===== config.mk =====
export PLATFORM = sky130hd
export DESIGN_NAME = s2p_frame_ctrl
export DESIGN_NICKNAME = d
export VERILOG_FILES = /design/src/rtl/s2p_frame_ctrl.sv
export SDC_FILE = /design/constraint.sdc
export NUM_CORES = 1
export LEC_CHECK = 0
export BUFFER_PORTS_ARGS = -buffer_cell sky130_fd_sc_hd__buf_2
export CORE_MARGIN = 2
export CORE_UTILIZATION = 56
export DETAILED_ROUTE_END_ITERATION = 6
export GPL_ROUTABILITY_DRIVEN = 0
export HOLD_SLACK_MARGIN = 0.06
export PLACE_DENSITY = 0.78
export SLEW_MARGIN = 20
export SYNTH_ARGS = -nofsm -noshare
export SYNTH_HDL_FRONTEND = slang
export SYNTH_SLANG_ARGS = --single-unit

===== constraint.sdc =====
create_clock -name clk -period 2.1 [get_ports clk]
set_input_delay 0 -clock clk [delete_from_list [all_inputs] [get_ports clk]]
set_output_delay 0 -clock clk [all_outputs]
set_load 0.02 [all_outputs]

===== src/rtl/s2p_frame_ctrl.sv =====
// Frame sequencer for the FFT-1024 serial-to-4-parallel converter: framing, converter control, quad flags.
// Build option: define S2P_SOP_RESYNC_EN to restart framing on a mid-frame SOP.
module s2p_frame_ctrl #(
    parameter int unsigned FRAME_LEN  = 1024,
    parameter int unsigned CNT_W      = 10,
    parameter int unsigned IDX_W      = 8,
    parameter int unsigned GAP_CYCLES = 4
) (
    input  logic             clk,
    input  logic             rst,
    input  logic             in_valid,
    input  logic             in_sop,
    output logic             in_ready,
    input  logic             fft_ready,
    output logic             s2p_enable,
    output logic [1:0]       s2p_counter,
    output logic             quad_valid,
    output logic [IDX_W-1:0] quad_idx,
    output logic             frame_start,
    output logic             frame_done,
    output logic             sop_err
);

    localparam int unsigned      GAP_W    = (GAP_CYCLES > 1) ? $clog2(GAP_CYCLES) : 1;
    localparam int unsigned      GAP_LOAD = (GAP_CYCLES > 0) ? GAP_CYCLES - 1 : 0;
    localparam logic [CNT_W-1:0] LAST_K   = CNT_W'(FRAME_LEN - 1);
    localparam logic [IDX_W-1:0] LAST_IDX = IDX_W'(FRAME_LEN / 4 - 1);

    typedef enum logic [1:0] {
        S_IDLE,
        S_FILL,
        S_FLUSH,
        S_GAP
    } state_e;

    state_e           state_q, state_d;
    logic [CNT_W-1:0] k_q, k_d;
    logic [GAP_W-1:0] gap_q, gap_d;
    logic             qv_q, qv_d;
    logic [IDX_W-1:0] idx_q, idx_d;
    logic             fs_q, fs_d;
    logic             fd_q, fd_d;
    logic             err_q, err_d;

    logic accept;
    logic sop_mid;
    logic resync;

    assign in_ready = fft_ready && (state_q == S_IDLE || state_q == S_FILL);
    assign accept   = in_valid && in_ready;
    assign sop_mid  = accept && in_sop && (state_q == S_FILL);

`ifdef S2P_SOP_RESYNC_EN
    assign resync = sop_mid;
`else
    assign resync = 1'b0;
`endif

    assign quad_valid  = qv_q;
    assign quad_idx    = idx_q;
    assign frame_start = fs_q;
    assign frame_done  = fd_q;
    assign sop_err     = err_q;

    // Counter (k+3) mod 4 makes counter 3 land on samples 4q, so each quad moves out one sample late.
    always_comb begin
        s2p_enable  = 1'b0;
        s2p_counter = k_q[1:0] + 2'd3;
        unique case (state_q)
            S_IDLE: s2p_enable = accept && in_sop;
            S_FILL: begin
                s2p_enable = accept;
                if (resync) s2p_counter = 2'd3;
            end
            S_FLUSH: begin
                s2p_enable  = fft_ready;
                s2p_counter = 2'd3;
            end
            default: ;
        endcase
    end

    always_comb begin
        state_d = state_q;
        k_d     = k_q;
        gap_d   = gap_q;
        qv_d    = 1'b0;
        idx_d   = idx_q;
        fs_d    = 1'b0;
        fd_d    = 1'b0;
        err_d   = 1'b0;
        unique case (state_q)
            S_IDLE: begin
                if (accept && in_sop) begin
                    k_d     = CNT_W'(1);
                    fs_d    = 1'b1;
                    state_d = S_FILL;
                end
            end
            S_FILL: begin
                if (accept) begin
                    err_d = in_sop;
                    if (resync) begin
                        k_d  = CNT_W'(1);
                        fs_d = 1'b1;
                    end else begin
                        // k is never 0 here, so a k%4==0 accept always completes quad k/4-1.
                        if (k_q[1:0] == 2'd0) begin
                            qv_d  = 1'b1;
                            idx_d = IDX_W'(k_q[CNT_W-1:2]) - IDX_W'(1);
                        end
                        if (k_q == LAST_K) begin
                            k_d     = '0;
                            state_d = S_FLUSH;
                        end else begin
                            k_d = k_q + CNT_W'(1);
                        end
                    end
                end
            end
            S_FLUSH: begin
                if (fft_ready) begin
                    qv_d  = 1'b1;
                    idx_d = LAST_IDX;
                    fd_d  = 1'b1;
                    if (GAP_CYCLES == 0) begin
                        state_d = S_IDLE;
                    end else begin
                        state_d = S_GAP;
                        gap_d   = GAP_W'(GAP_LOAD);
                    end
                end
            end
            S_GAP: begin
                if (gap_q == '0) state_d = S_IDLE;
                else gap_d = gap_q - GAP_W'(1);
            end
            default: state_d = S_IDLE;
        endcase
    end

    always_ff @(posedge clk) begin
        if (rst) begin
            state_q <= S_IDLE;
            k_q     <= '0;
            gap_q   <= '0;
            qv_q    <= 1'b0;
            idx_q   <= '0;
            fs_q    <= 1'b0;
            fd_q    <= 1'b0;
            err_q   <= 1'b0;
        end else begin
            state_q <= state_d;
            k_q     <= k_d;
            gap_q   <= gap_d;
            qv_q    <= qv_d;
            idx_q   <= idx_d;
            fs_q    <= fs_d;
            fd_q    <= fd_d;
            err_q   <= err_d;
        end
    end

    a_done_is_last_quad : assert property (@(posedge clk) disable iff (rst)
        fd_q |-> (qv_q && idx_q == LAST_IDX));

    a_fill_k_nonzero : assert property (@(posedge clk) disable iff (rst)
        (state_q == S_FILL) |-> (k_q != '0));

endmodule

==> results of run 1 <==
## final cells by class
class                      instances  area, sq um
tap                               30         37.5
fill                             234          888
timing repair buffer              23          130
multi-input combinational        132          896
inverter                          13         50.0
sequential                        26          520
clock buffer                       3         22.5
## per-stage QoR
step | utilization [%] | hold slack (ps) | cells | power, mW
after floorplan | - | 150 | 180 | 0.994
after global placement | 63.0 | 337 | 221 | 1.10
after detailed placement | 63.0 | 343 | 221 | 1.13
after CTS | 65.1 | 61.0 | 227 | 1.34
after global routing | 65.1 | 86.4 | 227 | 1.43
final | 65.1 | 58.5 | 227 | 1.35
## power groups by stage
stage	Combinational, mW	Clock (mW)	Sequential (mW)
floorplan	0.371	0	0.623
global placement	0.515	0	0.587
detailed placement	0.533	0	0.593
CTS	0.542	0.217	0.582
global route	0.607	0.239	0.589
finish	0.550	0.216	0.582
## cells by family after synthesis
group                      synth area share, %
AOI/OAI and AO/OA                         21.0
xor gates and xnor gates                  3.43
adders and majority gates                 8.16
buffers and inverters                     7.67
DFF                                       33.9
muxes                                     2.37
and+or+nand+nor                           23.5
## Yosys cell counts (all sizes together), types with 3 or more instances
cell and number:
a21oi 16, a311oi 4, a31oi 4, and2 3, and3 4, and4 5, buf 8, dfxtp 26
ha 10, inv 11, nand2 16, nand2b 3, nand3 6, nand4 3, nor2 10, nor2b 3
nor3 3, o21ai 9, o31ai 3, or3 3, xnor2 4
## worst max-delay path, cell delays in order, from the launching register on
cell and delay [ps]:
dfxtp_1 420, inv_1 100, ha_1 290, mux2_4 250
and2_0 340, nand3_1 210, o41ai_2 270
## layer usage
| metal | global-route usage (%) | up-vias |
|---|---|---|
| met3 | 3.46 | 7 |
| met1 | 29.5 | 660 |
| met2 | 40.3 | 60 |
| li1 | - | 683 |
| met4 | 10.5 | 0 |
| met5 | 0 | - |
## registers in the layout, summed over array words and instances (netlist names)
signal,cells
frame_done,1
k_q,10
state_q,2
quad_valid,1
gap_q,2
frame_start,1
quad_idx,8
sop_err,1
## path summary, 6_finish.rpt
check                           depth (start not counted)                       end  slack (ps)
worst min register to register                          2  quad_idx[1]$_SDFFE_PP0P_         520
worst max register to register                          6       k_q[5]$_SDFFE_PP0P_         120
worst min-delay path                                    2       k_q[0]$_SDFFE_PP0P_          60
worst max-delay path                                    6       k_q[5]$_SDFFE_PP0P_         120
## repair_timing
item	4_1_cts	5_1_grt
setup buffers	0	0
hold buffers	3	0
hold endpoints to repair	2	0
==> reports/summary.md, run 1 <==
* count of distinct cell types in the synthesized netlist: 47
* Placed Area: 0.00160 sq mm
* yosys warns: 0
* Finished Cell Area: 0.00166 sq mm
* total setup violations reported at the end of the flow: 0
* Critical Path Start Type: flip-flop
* Post-synth EDFFs: 0
* average routed wire per standard cell: 15.4 um
* Least-Margin Pin Slew: 435 ps
* total congestion overflow: 0
* portion of the clock cycle consumed by the worst path in the final layout: 94.4%
* met3 routed WL: 198 um
* cell types occupying the most area after synthesis: dfxtp_1 (34%), ha_1 (8.2%), a21oi_1 (4.9%)
* share of the yosys chip area belonging to registers: 33.9%
* Max Clock Skew: 11.4 ps
* run status: complete, no violations
* site row count: 18
* Via density: 6.21
* cell-internal power: 817 uW
* sequential cell fraction of total power: 43.2%
* RSZ-0062 raised after global routing: false
* count of unresolved DRC violations after routing: 0
* topmost layer with routed signal wires: met4
* cts bufs inserted: 3
* combinational share of power: 40.8%
* number of resized instances in the post-cts repair step: 0
* layout cell share with drive strength beyond 1: 15.7%
* initial detailed-routing violation count: 60
* most frequent cells in the layout: dfxtp_1 (26), buf_2 (20), nand2_1 (16), a21oi_1 (15), inv_1 (11)
* first-pass GRT wire length: 5990 um
* clock slew at the register clock pins of the worst setup and hold paths: 140 ps
* max capacitance violation total: 0
* power per unit of standard cell area: 814 mW/mm^2
* total core area: 0.00254 sq mm
* fraction of registers with async set or reset after synthesis: 0%
* Setup Crit Path Kind: reg -> reg
* final critical path time including I/O delays and setup: 1980 ps
* H-tree lvl count: 1
* Total Routing Usage GR: 23.7%
* number of global-route vias before repair: 1304
* arrival time worst endpoint: 2210 ps
* switching part of the total: 39.4%
* final number of max-transition violations: 0
* final hold violation count: 0
* height of the chip: 56.3 um
* highest attainable clock frequency: 0.504 GHz
* Routed Antenna Nets: 0
* Starting Density: 60.3%
* clock sink total: 26
* net load switching power: 531 uW
* TritonCTS clock tree: yes
* Antenna Diode Count: 0
* cell taking the most area after synthesis: dfxtp_1
* area growth from synthesis to final layout: 7.99%
* Worst setup startpoint: state_q[0]$_SDFFE_PP0P_
* number of nets at the end of the flow: 214
* antenna violations before repair: 0
* drt first pass iters: 4
* average size of a mapped cell: 8.52 sq um
* detailed-route wire length on metal 1: 1480 um
* peak ir drop on the vdd network: 0.601 mV
* root buffer cell: clkbuf_4
* dominant synthesized flop cell: dfxtp_1
* Post-Synthesis Cell Area: 0.00153 sq mm
* setup slack of the critical path after layout: 117 ps
* critical hold path startpoint: rst
* most common library cell in the layout ignoring fill and taps: dfxtp_1
* leakage component of the power: 0.712 nW
* largest fanout on the critical path: 6
* FF+latch count, synth: 26
* Hold/Removal Path Class: in -> reg
* endpoint class of the critical path: flip-flop
* pin count of the biggest net entering global routing: 20
* area share of the leading cell type in the synthesized netlist: 33.9%
* number of port buffers: 20
* Setup TNS: 0 ps
* total length of routed met2 wires: 1750 um
* relative contribution of the clock network to total power: 16.0%
* overall die area: 0.00317 sq mm
* nets in the synthesized netlist: 195
* R2R Path Start: state_q[0]$_SDFFE_PP0P_
* final wirelength: 3490 um
* worst skew pair latency: 330 ps
* count of mapped cells out of synthesis: 180
* io pins: 21
* horizontal die dimension: 56.3 um
* via count: 1410
* Post-Place Setup Slack: 214 ps
* required time at the worst-slack endpoint: 2320 ps
* Bufs on Longest Clock Path: 2
* worst rel slew slack: 70.7%
* half-perimeter wire length after placement: 2490 um
Power figures use the tool's default switching activity.
==> run 2, diff against run 1 <==
--- a/config.mk
+++ b/config.mk
@@ -7,11 +7,11 @@
 export LEC_CHECK = 0
 export BUFFER_PORTS_ARGS = -buffer_cell sky130_fd_sc_hd__buf_2
 export CORE_MARGIN = 2
-export CORE_UTILIZATION = 56
+export CORE_UTILIZATION = 60
 export DETAILED_ROUTE_END_ITERATION = 6
 export GPL_ROUTABILITY_DRIVEN = 0
 export HOLD_SLACK_MARGIN = 0.06
-export PLACE_DENSITY = 0.78
+export PLACE_DENSITY = 0.83
 export SLEW_MARGIN = 20
 export SYNTH_ARGS = -nofsm -noshare
 export SYNTH_HDL_FRONTEND = slang
==> constraint.sdc (replaced) <==
create_clock -name clk -period 2.3 [get_ports clk]
set_input_delay 0 -clock clk [delete_from_list [all_inputs] [get_ports clk]]
set_output_delay 0 -clock clk [all_outputs]
set_load 0.02 [all_outputs]
==> run 2 against run 1 <==
Effect of this change:
- final area grew 2.4%
- clock skew down 2.9 ps
- via count fell by 0.57%
- worst hold slack improved by 86 ps
- register-to-register slack improved by 220 ps
- total power barely moved
- final cell count is 0.88% higher
- routed wire length fell by 0.69%
- critical endpoint is now state_q[0]$_SDFFE_PP0P_
- largest power group unchanged
- highest routed layer unchanged
==> reports/summary.md, run 2 (synthesis gave the netlist of run 1 again) <==
* run status: complete, no violations
* total congestion overflow: 0, unchanged
* number of port buffers: 20, unchanged
* portion of the clock cycle consumed by the worst path in the final layout: 85.2%, -9.2 points
* power per unit of standard cell area: 795 mW/mm^2, -2.3%
* highest attainable clock frequency: 0.510 GHz, +1.2%
* Bufs on Longest Clock Path: 2, unchanged
* fill cell instance count of the final layout: 201, -14%
* initial detailed-routing violation count: 59, -1.7%
* max capacitance violation total: 0, unchanged
* Starting Density: 62.5%, +2.2 points
* first-pass GRT wire length: 5740 um, -4.2%
* clock slew at the register clock pins of the worst setup and hold paths: 150 ps, about the same
* largest fanout on the critical path: 9, +3
* final critical path time including I/O delays and setup: 1960 ps, -23.4 ps
* register with the most flip-flops: k_q
* TritonCTS clock tree: yes
* number of resized instances in the post-cts repair step: 0, unchanged
* drt first pass iters: 4, unchanged
* overall die area: 0.00298 sq mm, -6.2%
* Min Hold Slack: 144 ps, +85.6 ps
* most frequent cells in the layout: dfxtp_1 (26), buf_2 (20), nand2_1 (16), a21oi_1 (15), inv_1 (11)
* peak ir drop on the vdd network: 0.708 mV, +18%
* leakage component of the power: 0.731 nW, +2.6%
* final hold violation count: 0, unchanged
* half-perimeter wire length after placement: 2500 um, +0.27%
* clock sink total: 26, unchanged
* flip-flop count of the largest register, all copies and words added: 10, unchanged
* root buffer cell: clkbuf_4
* cts bufs inserted: 3, unchanged
* Setup Crit Path Kind: reg -> reg
* Antenna Diode Count: 0, unchanged
* Max Clock Skew: 8.48 ps, -2.92 ps
* worst skew pair latency: 330 ps, about the same
* Total Routing Usage GR: 26.4%, +2.7 points
* Finished Cell Area: 0.00170 sq mm, +2.4%
* final number of max-transition violations: 0, unchanged
* register area: 520 sq um, unchanged
* Hold/Removal Path Class: in -> reg
* number of nets at the end of the flow: 215, +0.47%
* endpoint class of the critical path: flip-flop
* via count: 1402, -0.57%
* H-tree lvl count: 1, unchanged
* combined area of the multi-input logic cells: 896 sq um, unchanged
* required time at the worst-slack endpoint: 2560 ps, +240 ps
* number of global-route vias before repair: 1267, -2.8%
* Via density: 6.12, -1.4%
* average routed wire per standard cell: 15.2 um, -1.6%
* most common library cell in the layout ignoring fill and taps: dfxtp_1
* total core area: 0.00245 sq mm, -3.5%
* total power: 1.35 mW, about the same
* pin count of the biggest net entering global routing: 20, unchanged
* area growth from synthesis to final layout: 10.6%
* layout cell share with drive strength beyond 1: 16.1%, +0.34 points
* Placed Area: 0.00160 sq mm, unchanged
* RSZ-0062 raised after global routing: false
* antenna violations before repair: 0, unchanged
* horizontal die dimension: 54.6 um, -3.1%
* Least-Margin Pin Slew: 423 ps, -12.3 ps
* worst rel slew slack: 71.8%, +1.0 points
* arrival time worst endpoint: 2220 ps, about the same
* count of unresolved DRC violations after routing: 0, unchanged
* height of the chip: 54.6 um, -3.1%
* Setup TNS: 0 ps, unchanged
* final wirelength: 3470 um, -0.69%
* Routed Antenna Nets: 0, unchanged
* site row count: 18, unchanged
* Critical Path Start Type: flip-flop
* total setup violations reported at the end of the flow: 0, unchanged
* io pins: 21, unchanged
run 2: cell types whose count changed in the layout (fill, tap and decap cells not counted), sizes merged:
cell and change:
bufinv +1, dlygate4sd3 +1
run 2: final timing paths:
check                                 from                  endpoint  slack [ps]  cells past startpoint
hold reg to reg   quad_idx[0]$_SDFFE_PP0P_  quad_idx[0]$_SDFFE_PP0P_         510                      2
hold / removal                   fft_ready     quad_valid$_SDFF_PP0_         140                      3
setup reg to reg   state_q[1]$_SDFFE_PP0P_   state_q[0]$_SDFFE_PP0P_         340                      6
setup / recovery   state_q[1]$_SDFFE_PP0P_   state_q[0]$_SDFFE_PP0P_         340                      6
run 2: power breakdown:
group | total [mW] | switching (mW) | internal (mW) | leakage, nW
logic | 0.498 | 0.311 | 0.187 | 0.492
clock network | 0.319 | 0.143 | 0.176 | 0.0279
registers | 0.532 | 0.0335 | 0.498 | 0.210
run 2: layer usage:
layer	track usage (%)	wire length, um	vias up
met5	0	0	-
met1	34.2	1550	652
met2	45.6	1720	60
met4	7.50	40	0
li1	-	-	683
met3	3.55	158	7
run 2: cell type report:
cell class	count	area share, %
clock buffers	3	1.33
clock inverters	1	1.77
inverters	13	2.95
multi-input cells	132	52.8
flip-flops and latches	26	30.7
well taps	30	2.21
repair buffers	24	8.26
run 2: timing repair:
action                    CTS  global route
hold buffers                4             0
hold endpoints to repair    3             0
buffers inserted            0             0
run 2: critical path, cell delays in order (launching register included):
cell and delay (ps):
dfxtp_1 440, inv_1 100, ha_1 290, inv_1 270, a22oi_1 160, or4_1 550, o31ai_1 80
run 2: stage by stage:
stage,cells,setup slack (ps),util [%]
floorplan,180,622,-
global placement,221,512,65.3
detailed placement,221,396,65.3
CTS,229,361,69.1
global route,229,228,69.1
finish,229,340,69.1
==> run 3, diff against run 2 <==
--- a/config.mk
+++ b/config.mk
@@ -11,7 +11,9 @@
 export DETAILED_ROUTE_END_ITERATION = 6
 export GPL_ROUTABILITY_DRIVEN = 0
 export HOLD_SLACK_MARGIN = 0.06
+export MAX_ROUTING_LAYER = met4
 export PLACE_DENSITY = 0.83
+export SKIP_LAST_GASP = 1
 export SLEW_MARGIN = 20
 export SYNTH_ARGS = -nofsm -noshare
 export SYNTH_HDL_FRONTEND = slang
==> run 3 against run 2 <==
Effect of this change:
- global-route usage grew 0.69 points
- final area is the same
- total power shrank 0.10%
- combinational power is essentially flat
- clock skew grew 1.3 ps
- core utilization is the same
- largest power group unchanged
==> reports/summary.md, run 3 (synthesis gave the netlist of run 1 again) <==
* run status: complete, no violations
* worst skew pair latency: 330 ps, about the same
* worst reg2reg path depth: 6, unchanged
* final hold violation count: 0, unchanged
* number of resized instances in the post-cts repair step: 0, unchanged
* pin count of the biggest net entering global routing: 20, unchanged
* flip-flop count of the largest register, all copies and words added: 10, unchanged
* worst rel slew slack: 73.3%, +1.5 points
* number of global-route vias before repair: 1271, +0.32%
* Setup TNS: 0 ps, unchanged
* Starting Density: 62.5%, unchanged
* clock slew at the register clock pins of the worst setup and hold paths: 150 ps, about the same
* register area: 520 sq um, unchanged
* half-perimeter wire length after placement: 2500 um, unchanged
* Placed Area: 0.00160 sq mm, unchanged
* final wirelength: 3520 um, +1.4%
* Routed Antenna Nets: 0, unchanged
* total congestion overflow: 0, unchanged
* drt first pass iters: 4, unchanged
* root buffer cell: clkbuf_4
* io pins: 21, unchanged
* Critical Path Start Type: flip-flop
* leakage component of the power: 0.731 nW, unchanged
* setup slack of the critical path after layout: 319 ps, -21.4 ps
* antenna violations before repair: 0, unchanged
* most common library cell in the layout ignoring fill and taps: dfxtp_1
* number of port buffers: 20, unchanged
* overall die area: 0.00298 sq mm, unchanged
* endpoint class of the critical path: flip-flop
* via count: 1427, +1.8%
* final number of max-transition violations: 0, unchanged
* Min Hold Slack: 142 ps, -2.08 ps
* Finished Cell Area: 0.00170 sq mm, unchanged
* Post-Place Setup Slack: 396 ps, unchanged
* first-pass GRT wire length: 5740 um, unchanged
* total core area: 0.00245 sq mm, unchanged
* area growth from synthesis to final layout: 10.6%, unchanged
* post-CTS setup buffer count: 0, unchanged
* largest fanout on the critical path: 9, unchanged
* horizontal die dimension: 54.6 um, unchanged
* Antenna Diode Count: 0, unchanged
* arrival time worst endpoint: 2240 ps, +20 ps
* layout cell share with drive strength beyond 1: 16.1%, unchanged
* most frequent cells in the layout: dfxtp_1 (26), buf_2 (20), nand2_1 (16), a21oi_1 (15), inv_1 (11)
* Worst setup startpoint: state_q[1]$_SDFFE_PP0P_
* clock sink total: 26, unchanged
* final critical path time including I/O delays and setup: 1980 ps, +21.4 ps
* hold depth: 3, unchanged
* count of unresolved DRC violations after routing: 0, unchanged
* required time at the worst-slack endpoint: 2560 ps, about the same
* Bufs on Longest Clock Path: 2, unchanged
* average routed wire per standard cell: 15.4 um, +1.4%
* combined area of the multi-input logic cells: 896 sq um, unchanged
* critical hold path startpoint: fft_ready
* peak ir drop on the vdd network: 0.702 mV, -0.78%
* H-tree lvl count: 1, unchanged
* register with the most flip-flops: k_q
* RSZ-0062 raised after global routing: false
* TritonCTS clock tree: yes
* power per unit of standard cell area: 794 mW/mm^2, -0.10%
* Total Routing Usage GR: 27.1%, +0.69 points
* Via density: 6.23, +1.8%
* Hold/Removal Path Class: in -> reg
* Max Clock Skew: 9.75 ps, +1.27 ps
* initial detailed-routing violation count: 74, +25%
* height of the chip: 54.6 um, unchanged
* cts bufs inserted: 3, unchanged
* Setup Crit Path Kind: reg -> reg
* total setup violations reported at the end of the flow: 0, unchanged
* Post-Route Utilization: 69.1%, unchanged
* Least-Margin Pin Slew: 400 ps, -22.8 ps
* highest attainable clock frequency: 0.505 GHz, -1.1%
* fill cell instance count of the final layout: 201, unchanged
* number of nets at the end of the flow: 215, unchanged
* R2R Path Start: state_q[1]$_SDFFE_PP0P_
* site row count: 18, unchanged
* portion of the clock cycle consumed by the worst path in the final layout: 86.1%, +0.93 points
* max capacitance violation total: 0, unchanged
-- run 3: cell counts in the layout (fill, tap and decap cells not counted) --
No cell type changed its count.
-- run 3: what timing repair did --
| action | CTS | global route |
|---|---|---|
| endpoints found under the setup margin | 0 | 0 |
| hold buffers | 4 | 0 |
| hold endpoints to repair | 3 | 0 |
-- run 3: final timing paths --
path                                                 end  slack, ps
worst max-delay path             state_q[0]$_SDFFE_PP0P_        320
worst min-delay path               quad_valid$_SDFF_PP0_        140
worst max register to register   state_q[0]$_SDFFE_PP0P_        320
worst min register to register  quad_idx[0]$_SDFFE_PP0P_        510
-- run 3: through the flow --
step,cells,power (mW)
finish,229,1.35
floorplan,180,0.908
CTS,229,1.35
detailed placement,221,1.03
global route,229,1.43
global placement,221,1.00
-- run 3: final cells by class --
cell class / count / area share (%)
Multi-Input combinational cell: 132 / 52.8
Sequential cell: 26 / 30.7
Timing Repair Buffer: 24 / 8.26
Inverter: 13 / 2.95
Tap cell: 30 / 2.21
Clock inverter: 1 / 1.77
Clock buffer: 3 / 1.33
-- run 3: power breakdown --
group	leakage (nW)	internal, mW	switching [mW]	total [mW]
Sequential	0.210	0.498	0.0331	0.531
Clock	0.0279	0.176	0.142	0.319
Combinational	0.492	0.187	0.311	0.498
Total	0.731	0.862	0.486	1.35
-- run 3: per-layer routing --
layer,GRT usage [%],share of wire [%],wire [um],up-vias
li1,-,-,-,685
met1,34.0,43,1500,654
met3,3.28,6.9,244,13
met4,7.50,1.7,59,0
met2,45.8,49,1720,75
met5,-,0,0,-
-- run 3: worst max-delay path, stage by stage, from the launching register on --
cell     delay, ps
dfxtp_1        440
inv_1          100
ha_1           290
inv_1          290
a22oi_1        160
or4_1          540
o31ai_1         80
